### src/rtl/cpu_pkg.sv
// Shared types and constants for the cpu_ctrl control unit: state encoding,
// instruction field positions, ALU functions and jump conditions.
package cpu_pkg;

  typedef enum logic [3:0] {
    S_IDLE   = 4'd0,
    S_FETCH  = 4'd1,
    S_DECODE = 4'd2,
    S_OPND   = 4'd3,
    S_EXEC   = 4'd4,
    S_LOAD   = 4'd5,
    S_STORE  = 4'd6,
    S_JUMP   = 4'd7,
    S_HALT   = 4'd8
  } state_t;

  localparam logic [1:0] CLS_ALU   = 2'b00;
  localparam logic [1:0] CLS_LOAD  = 2'b01;
  localparam logic [1:0] CLS_STORE = 2'b10;
  localparam logic [1:0] CLS_JUMP  = 2'b11;

  typedef enum logic [2:0] {
    F_HALT = 3'd0,
    F_ADD  = 3'd1,
    F_SUB  = 3'd2,
    F_AND  = 3'd3,
    F_OR   = 3'd4,
    F_XOR  = 3'd5,
    F_NOT  = 3'd6,
    F_NOP  = 3'd7
  } alu_func_t;

  localparam logic [2:0] J_ALWAYS = 3'd0;
  localparam logic [2:0] J_Z      = 3'd1;
  localparam logic [2:0] J_NZ     = 3'd2;
  localparam logic [2:0] J_C      = 3'd3;
  localparam logic [2:0] J_NC     = 3'd4;

  localparam int CLS_MSB = 7;
  localparam int CLS_LSB = 6;
  localparam int FN_MSB  = 5;
  localparam int FN_LSB  = 3;

  // Conditions 101..111 are never taken, so the jump degrades to a 2-word NOP.
  function automatic logic jump_taken(input logic [2:0] cond, input logic z, input logic c);
    case (cond)
      J_ALWAYS: return 1'b1;
      J_Z:      return z;
      J_NZ:     return ~z;
      J_C:      return c;
      J_NC:     return ~c;
      default:  return 1'b0;
    endcase
  endfunction

endpackage

### src/rtl/cpu_alu.sv
// Combinational ALU: binary ops on a/b, NOT on b; carry is the ADD carry-out
// or the SUB borrow, zero flags an all-zero result.
module cpu_alu
  import cpu_pkg::*;
#(
  parameter int DATA_W = 8
) (
  input  logic [DATA_W-1:0] a,
  input  logic [DATA_W-1:0] b,
  input  alu_func_t         func,
  output logic [DATA_W-1:0] y,
  output logic              carry,
  output logic              zero
);

  always_comb begin
    y     = a;
    carry = 1'b0;
    case (func)
      F_ADD:   {carry, y} = {1'b0, a} + {1'b0, b};
      F_SUB: begin
        y     = a - b;
        carry = (a < b);
      end
      F_AND:   y = a & b;
      F_OR:    y = a | b;
      F_XOR:   y = a ^ b;
      F_NOT:   y = ~b;
      default: y = a;
    endcase
    zero = (y == '0);
  end

endmodule

### src/rtl/cpu_ctrl.sv
// Multi-cycle control unit and datapath: fetch/decode/operand/execute over a
// valid/ack memory port, with a small register file and zero/carry flags.
module cpu_ctrl
  import cpu_pkg::*;
#(
  parameter int DATA_W   = 8,
  parameter int ADDR_W   = 8,
  parameter int NUM_REGS = 4
) (
  input  logic              clk,
  input  logic              rst_n,
  input  logic              run,
  output logic              mem_req,
  output logic              mem_we,
  output logic [ADDR_W-1:0] mem_addr,
  output logic [DATA_W-1:0] mem_wdata,
  input  logic [DATA_W-1:0] mem_rdata,
  input  logic              mem_ack,
  output logic              halted,
  output logic [ADDR_W-1:0] pc_o,
  output logic              flag_zero,
  output logic              flag_carry,
  output logic [3:0]        state_o
);

  localparam int RIDX_W = $clog2(NUM_REGS);

  state_t state, state_next;

  logic [ADDR_W-1:0] pc;
  logic [DATA_W-1:0] ir;
  logic [DATA_W-1:0] opr;
  logic [DATA_W-1:0] regs [NUM_REGS];
  logic              zf, cf;

  logic [1:0]        cls;
  logic [2:0]        fn;
  logic [RIDX_W-1:0] ridx;
  logic [ADDR_W-1:0] target;
  logic [DATA_W-1:0] alu_y;
  logic              alu_carry, alu_zero;
  logic              unused_bits;

  assign cls         = ir[CLS_MSB:CLS_LSB];
  assign fn          = ir[FN_MSB:FN_LSB];
  assign ridx        = ir[RIDX_W-1:0];
  assign target      = opr[ADDR_W-1:0];
  assign unused_bits = ^{ir, opr};

  cpu_alu #(.DATA_W(DATA_W)) alu (
    .a     (regs[0]),
    .b     (regs[ridx]),
    .func  (alu_func_t'(fn)),
    .y     (alu_y),
    .carry (alu_carry),
    .zero  (alu_zero)
  );

  always_ff @(posedge clk or negedge rst_n) begin
    if (!rst_n) state <= S_IDLE;
    else        state <= state_next;
  end

  always_comb begin
    state_next = state;
    case (state)
      S_IDLE:   if (run) state_next = S_FETCH;
      S_FETCH:  if (mem_ack) state_next = S_DECODE;
      S_DECODE: begin
        if (cls == CLS_ALU) state_next = (fn == F_HALT) ? S_HALT : S_EXEC;
        else                state_next = S_OPND;
      end
      S_OPND: begin
        if (mem_ack) begin
          case (cls)
            CLS_LOAD:  state_next = S_LOAD;
            CLS_STORE: state_next = S_STORE;
            default:   state_next = S_JUMP;
          endcase
        end
      end
      S_EXEC:   state_next = S_FETCH;
      S_LOAD:   if (mem_ack) state_next = S_FETCH;
      S_STORE:  if (mem_ack) state_next = S_FETCH;
      S_JUMP:   state_next = S_FETCH;
      S_HALT:   if (run) state_next = S_FETCH;
      default:  state_next = S_IDLE;
    endcase
  end

  // Request fields depend only on state and registers that are frozen while
  // waiting, so they stay stable until the ack arrives.
  always_comb begin
    mem_req   = 1'b0;
    mem_we    = 1'b0;
    mem_addr  = '0;
    mem_wdata = '0;
    halted    = 1'b0;
    case (state)
      S_FETCH, S_OPND: begin
        mem_req  = 1'b1;
        mem_addr = pc;
      end
      S_LOAD: begin
        mem_req  = 1'b1;
        mem_addr = target;
      end
      S_STORE: begin
        mem_req   = 1'b1;
        mem_we    = 1'b1;
        mem_addr  = target;
        mem_wdata = regs[ridx];
      end
      S_HALT:  halted = 1'b1;
      default: ;
    endcase
  end

  always_ff @(posedge clk or negedge rst_n) begin
    if (!rst_n) begin
      pc  <= '0;
      ir  <= '0;
      opr <= '0;
      zf  <= 1'b0;
      cf  <= 1'b0;
      for (int i = 0; i < NUM_REGS; i++) regs[i] <= '0;
    end else begin
      case (state)
        S_FETCH: if (mem_ack) begin
          ir <= mem_rdata;
          pc <= pc + 1'b1;
        end
        S_OPND: if (mem_ack) begin
          opr <= mem_rdata;
          pc  <= pc + 1'b1;
        end
        S_EXEC: if (fn != F_NOP) begin
          regs[0] <= alu_y;
          zf      <= alu_zero;
          if (fn == F_ADD || fn == F_SUB) cf <= alu_carry;
        end
        S_LOAD: if (mem_ack) begin
          regs[ridx] <= mem_rdata;
          zf         <= (mem_rdata == '0);
        end
        S_JUMP: if (jump_taken(fn, zf, cf)) pc <= target;
        default: ;
      endcase
    end
  end

  assign pc_o       = pc;
  assign flag_zero  = zf;
  assign flag_carry = cf;
  assign state_o    = state;

endmodule

### config.mk
export PLATFORM = sky130hd
export DESIGN_NAME = cpu_ctrl
export DESIGN_NICKNAME = d
export VERILOG_FILES = /design/src/rtl/cpu_pkg.sv /design/src/rtl/cpu_alu.sv /design/src/rtl/cpu_ctrl.sv
export SDC_FILE = /design/constraint.sdc
export NUM_CORES = 1
export LEC_CHECK = 0
export CAP_MARGIN = 15
export CORE_MARGIN = 4
export CORE_UTILIZATION = 45
export CTS_CLUSTER_SIZE = 25
export DETAILED_ROUTE_END_ITERATION = 10
export PLACE_DENSITY = 0.62
export SYNTH_ARGS = -nofsm -noshare
export SYNTH_HDL_FRONTEND = slang
export SYNTH_SLANG_ARGS = --single-unit
### constraint.sdc
create_clock -name clk -period 9.4 [get_ports clk]
set_input_delay 1.41 -clock clk [delete_from_list [all_inputs] [get_ports clk]]
set_output_delay 1.41 -clock clk [all_outputs]
set_load 0.01 [all_outputs]
==> metrics.md, run 1 <==
| Metric | Value |
|---|---|
| Post-cts sizing count | 0 |
| Top cells by count, synth | dfrtp_1 (61), a21oi_1 (53), mux2_2 (37), o21ai_0 (36), nor2_1 (31) |
| Critical path launch point | state_o[0] |
| Post-CTS Hold Buffers | 0 |
| Cell area after synthesis | 4450 µm² |
| Number of diodes | 0 |
| R2r startpoint | ir[0] |
| CTS root buf | clkbuf_8 |
| VDD IR max | 0.211 mV |
| Fmax achieved | 0.239 GHz |
| Initial core utilization | 46.0% |
| Status | finished, final reports clean |
| Cell taking the most area after synthesis | dfrtp_1 |
| CTS Buffer Depth | 2 |
| Worst EP required | 7.99 ns |
| P_sw | 0.00103 W |
| Pre-CTS setup slack | 5.29 ns |
| Final setup viols | 0 |
| Synth cell types | 60 |
| Pre-antenna DRT Iters | 4 |
| Tcrit/Tclk final | 44.4% |
| FF+latch count, synth | 61 |
| Post-Synthesis Cells | 484 |
| Final worst slack | 5.22 ns |
| Number of synthesized flops with an enable pin | 0 |
| Pins Over Slew Limit | 0 |
| Synth async-reset ratio | 100% |
| Vias in the first global route | 3682 |
| Kind of critical path | reg -> out |
| CP Data Arrival Time | 2.77 ns |
| Hold Path Class | reg -> reg |
| Row cnt | 36 |
| Critical path capture point type | primary output |
| Area grow syn2layout | 15.5% |
| GPL Wtd Cong | 0.826 |
| Worst-margin pin slew | 1.05 ns |
| Gate power share | 62.8% |
| Total Wirelength | 11600 µm |
| Chip Width | 107 µm |
| Fillers | 921 |
| Switching share of power | 46.8% |
| HPWL Detailed | 8320 µm |
| Cell breakdown of the critical path | nor3b_2, or2_2, a22o_1, clkdlybuf4s50_1 |
| Postcts setup bufs | 0 |
| Clock Sinks | 61 |
| CTS HTree Levels | 3 |
| CP top delay family | simple AND/OR/NAND/NOR gates |
| Largest net degree at the start of global routing | 62 |
| HP Start | regs[1] |
| Global Route Usage Sum | 21.1% |
| Primary FF master, synth | dfrtp_1 |
| Total CTS buffers | 9 |
| Setup TNS | 0 ns |
| Max-cap violations | 0 |
| Nets@finish | 553 |
| Worst path bufs/invs | 1 |
| Syn Nets | 524 |
| Max incr delay on CP | 0.74 ns |
| Cell with the most instances after synthesis | dfrtp_1 |
| DIE AREA | 11600 µm² |
| Max FO, Critical Path | 16 |
| Core Region | 9680 µm² |
| Avg WL per Cell | 17.8 µm |
| Internal | 0.00117 W |
| Hold Vio Cnt, Final | 0 |
| Startpoint types | register |
| Slew margin rel. | 29.7% |
| Sequential area share after synthesis | 34.3% |
| Worst-skew pair later-pin latency | 0.34 ns |
| Yosys top cell area share | 34.3% |
| Leakage power | 2.21 nW |
| Clk_skew | 0.0121 ns |
| PortBufs | 44 |
| Yosys warns | 0 |
| CTS tree | built |
| Antenna violations before repair | 0 |
| Part of the power in registers | 25.6% |
| Top post-synthesis cells by area | dfrtp_1 (34%), mux2_2 (9.4%), ha_1 (7.3%) |
| Via/cell ratio | 5.84 |
| Syn avg cell area | 9.20 µm² |
| Reg clk slew, reported paths | 0.08 ns |
| Global-route wire length before repair | 19400 µm |
| PD cells | 428 nW/µm² |
| Share of cells above drive strength 1 | 13.3% |
| Clock power share | 11.7% |
| Slowest stage cell, crit path | nor3b_2 |
| DR iter-0 viols | 267 |
| Min Tclk post-route | 4.18 ns |
| Die Ht | 107 µm |
| Grt total ovfl | 0 |
| Via count | 3804 |
| I/O pin cnt | 45 |
| Residual DRC | 0 |
| RSZ-0062 raised after global routing | false |
| Final ANT Viol Nets | 0 |
[cells in the final DEF, fill, tap and decap left out, types with 9 or more instances in the layout]
cell             Yosys  final
mux2_2              37     37
clkdlybuf4s50_1      0     43
a211oi_1             9      9
clkbuf_8             0      9
ha_1                26     26
a21oi_1             53     53
o21ai_0             36     36
inv_1               30     30
nand3_1             13     13
nor2_1              31     31
nand2_1             27     27
dfrtp_1             61     61
[final timing paths]
path | to | slack [ns] | cells past startpoint
setup / recovery | mem_addr[5] | 5.22 | 4
hold / removal | regs[1] | 0.50 | 1
setup reg to reg | flag_zero | 5.56 | 10
hold reg to reg | regs[1] | 0.50 | 1
max in group asynchronous | regs[24] | 7.64 | 2
min in group asynchronous | regs[31] | 1.23 | 2
[power by group through the flow]
| stage | Sequential [W] | Clock [W] | Combinational, W |
|---|---|---|---|
| 2_1_floorplan | 0.000475 | 0 | 0.00107 |
| 3_3_place_gp | 0.000559 | 0 | 0.00135 |
| 3_5_place_dp | 0.000566 | 0 | 0.00137 |
| 4_1_cts | 0.000561 | 0.000261 | 0.00138 |
| 5_1_grt | 0.000588 | 0.000273 | 0.00155 |
| 6_report | 0.000563 | 0.000257 | 0.00138 |
[logic make-up (layout without fill, tap and decap cells)]
kind of cell | count (synthesis) | count (layout) | share of synthesized area (%)
muxes | 47 | 47 | 13.8
DFF | 61 | 61 | 34.3
and+or+nand+nor | 125 | 125 | 14.5
xor gates and xnor gates | 5 | 5 | 0.983
AOI/OAI and AO/OA | 157 | 157 | 22.3
adders and majority gates | 28 | 28 | 8.20
buffers and inverters | 61 | 95 | 5.95
[metal layers]
| metal | share of wire, % | vias up | GRT usage (%) |
|---|---|---|---|
| li1 | - | 1842 | - |
| met1 | 48 | 1858 | 30.7 |
| met2 | 47 | 89 | 32.8 |
| met3 | 3.5 | 15 | 2.82 |
| met4 | 1.4 | 0 | 5.86 |
| met5 | 0 | - | 0 |
[stage by stage]
step	cell area [µm²]	power [W]	std cells	util (%)	hold slack (ns)
6_report	5150	0.00220	651	53.1	0.503
5_1_grt	5150	0.00241	651	53.1	0.518
4_1_cts	5140	0.00220	650	53.1	0.504
3_5_place_dp	4930	0.00194	634	50.9	0.488
3_3_place_gp	4930	0.00191	634	50.9	0.479
2_1_floorplan	4450	0.00155	484	-	0.470
[sequential cells by signal, summed over array words and instances (netlist names)]
| signal | count |
|---|---|
| flag_zero | 1 |
| opr | 8 |
| ir | 7 |
| flag_carry | 1 |
| state_o | 4 |
| pc_o | 8 |
| regs | 32 |
[worst reg2reg max path: cells and delay by family, from the launching register on]
family          cells  cell delay (ns)
fa+ha+maj           1             0.32
simple gates        2             1.02
buf+inv             1             0.14
xor+xnor            1             0.15
flops               1             0.76
compound gates      4             0.60
mux                 1             0.79
[area by class of cell]
| class | instances | area (µm²) | area share, % |
|---|---|---|---|
| repair buffers | 47 | 455 | 8.85 |
| multi-input cells | 362 | 2660 | 51.7 |
| clock buffers | 10 | 128 | 2.48 |
| flip-flops and latches | 61 | 1530 | 29.7 |
| inverters | 32 | 120 | 2.33 |
| clock inverters | 6 | 87.6 | 1.70 |
| well taps | 133 | 166 | 3.23 |
(Power assumes the default switching activity.)
==> inputs of run 2 (changes only) <==
==> constraint.sdc (replaced) <==
create_clock -name clk -period 4.25 [get_ports clk]
set_input_delay 0.6375 -clock clk [delete_from_list [all_inputs] [get_ports clk]]
set_output_delay 0.6375 -clock clk [all_outputs]
set_load 0.01 [all_outputs]
==> metrics.md, run 2 (synthesis results as in run 1) <==
| Metric | Value |
|---|---|
| Global-route wire length before repair | 19700 µm (+1.6%) |
| Area grow syn2layout | 15.8% |
| Max incr delay on CP | 0.74 ns (about the same) |
| Total CTS buffers | 9 (unchanged) |
| Commonest non-fill, non-tap cell in the layout | dfrtp_1 |
| Tcrit/Tclk final | 88.0% |
| Global Route Usage Sum | 21.5% (+0.41 points) |
| Antenna violations before repair | 0 (unchanged) |
| Max-cap violations | 0 (unchanged) |
| Residual DRC | 0 (unchanged) |
| Post-CTS Hold Buffers | 0 (unchanged) |
| Number of diodes | 0 (unchanged) |
| Pins Over Slew Limit | 0 (unchanged) |
| Fillers | 910 (-1.2%) |
| R2r startpoint | ir[0] |
| Critical path capture point type | register |
| Largest net degree at the start of global routing | 45 (-27%) |
| Via/cell ratio | 5.99 (+2.5%) |
| Worst EP required | 4.51 ns (-3.48 ns) |
| R2R cell count | 10 (unchanged) |
| PD cells | 947 nW/µm² (+120%) |
| Critical Path Stages | 10 (+6) |
| Hold Path Class | in -> async |
| HPWL Detailed | 8670 µm (+4.2%) |
| Grt total ovfl | 0 (unchanged) |
| Core Region | 9680 µm² (unchanged) |
| Nets@finish | 555 (+0.36%) |
| PortBufs | 44 (unchanged) |
| CTS HTree Levels | 3 (unchanged) |
| Fmax achieved | 0.268 GHz |
| Status | finished, final reports clean |
| Slew margin rel. | 29.8% (+0.10 points) |
| Min Tclk post-route | 3.74 ns |
| Startpoint types | register |
| Clk_skew | 0.0127 ns (+0.000612 ns) |
| Die Ht | 107 µm (unchanged) |
| Cell breakdown of the critical path | mux4_1, inv_1, ha_1, or3b_2, a21oi_1, xnor2_1, o221ai_1, o21a_1, or4_1, o21ai_1 |
| Worst-margin pin slew | 1.05 ns (+0.00546 ns) |
| Post-cts sizing count | 0 (unchanged) |
| DR iter-0 viols | 244 (-8.6%) |
| CP Data Arrival Time | 3.99 ns (+1.22 ns) |
| CTS Buffer Depth | 2 (unchanged) |
| GPL Wtd Cong | 0.952 (+15%) |
| Hold Vio Cnt, Final | 0 (unchanged) |
| Final setup viols | 0 (unchanged) |
| Final ANT Viol Nets | 0 (unchanged) |
| Postcts setup bufs | 0 (unchanged) |
| Chip Width | 107 µm (unchanged) |
| Share of cells above drive strength 1 | 13.8% (+0.53 points) |
| Total Wirelength | 12000 µm (+3.1%) |
| Max FO, Critical Path | 14 (-2) |
| CP top delay family | simple AND/OR/NAND/NOR gates |
| I/O pin cnt | 45 (unchanged) |
| CTS tree | built |
| Clock Sinks | 61 (unchanged) |
| VDD IR max | 0.374 mV (+78%) |
| Avg WL per Cell | 18.3 µm (+2.8%) |
| Worst path bufs/invs | 1 (unchanged) |
| Slowest stage cell, crit path | dfrtp_1 |
| Leakage power | 2.22 nW (+0.62%) |
| Total power | 0.00489 W (+120%) |
| Reg with most FFs | regs |
| Vias in the first global route | 3828 (+4.0%) |
| Row cnt | 36 (unchanged) |
| CTS root buf | clkbuf_8 |
| Kind of critical path | reg -> reg |
| RSZ-0062 raised after global routing | false |
| Setup TNS | 0 ns (unchanged) |
| Worst reg2reg endpoint | flag_zero |
| Reg clk slew, reported paths | 0.08 ns (about the same) |
| Pre-antenna DRT Iters | 5 (+1) |
| Largest register FFs | 32 (unchanged) |
| Initial core utilization | 46.0% (unchanged) |
| Flop2flop setup slack | 0.51 ns (-5.05 ns) |
| Worst-skew pair later-pin latency | 0.33 ns (about the same) |
| Via count | 3911 (+2.8%) |
| DIE AREA | 11600 µm² (unchanged) |
| Most frequent cells in the layout | dfrtp_1 (61), a21oi_1 (53), clkdlybuf4s50_1 (43) |
[run 2: cell types whose count changed in the layout (fill, tap and decap cells not counted), sizes merged]
cell / previous run / this run
clkbuf: 10 / 11
buf: 4 / 6
clkinv: 1 / 2
bufinv: 2 / 1
clkinvlp: 3 / 2
[run 2: worst max path at each step]
stage / endpoint / start
floorplan: flag_zero / ir[0]
global placement: flag_zero / ir[0]
detailed placement: flag_zero / ir[0]
CTS: flag_zero / ir[0]
global route: flag_zero / ir[0]
finish: flag_zero / ir[0]
[run 2: area by class of cell]
cell class	count	area (µm²)	share of cell area, %
multi-input cells	362	2660	51.6
clock inverters	5	58.8	1.14
flip-flops and latches	61	1530	29.6
inverters	32	120	2.33
well taps	133	166	3.23
clock buffers	11	151	2.93
repair buffers	49	473	9.17
[run 2: per-stage QoR]
stage / util, % / cell area [µm²] / hold WS, ns / cells / setup WS [ns]
final: 53.3 / 5160 / 0.498 / 653 / 0.512
after global routing: 53.3 / 5160 / 0.531 / 653 / 0.323
after CTS: 53.3 / 5160 / 0.509 / 653 / 0.532
after detailed placement: 51.1 / 4950 / 0.494 / 637 / 0.560
after global placement: 51.1 / 4950 / 0.483 / 637 / 0.637
after floorplan: - / 4450 / 0.342 / 484 / 0.944
[run 2: report_power, final]
group	total (W)	internal [W]	switching [W]	leakage, nW
registers	0.00126	0.000833	0.000429	0.748
logic	0.00309	0.00144	0.00164	1.37
clock network	0.000540	0.000303	0.000238	0.102
[run 2: per-layer routing]
| layer | track usage (%) | wire length, µm | part of all wire (%) |
|---|---|---|---|
| met1 | 30.6 | 5610 | 47 |
| met2 | 34.3 | 5570 | 47 |
| met3 | 3.48 | 599 | 5.0 |
| met4 | 5.14 | 189 | 1.6 |
| met5 | 0 | 0 | 0 |
[run 2: worst register-to-register path, cell delays in order (launching register included)]
cell      delay (ns)
dfrtp_1         0.74
mux4_1          0.72
inv_1           0.12
ha_1            0.32
or3b_2          0.49
a21oi_1         0.17
xnor2_1         0.15
o221ai_1        0.16
o21a_1          0.13
or4_1           0.52
o21ai_1         0.16
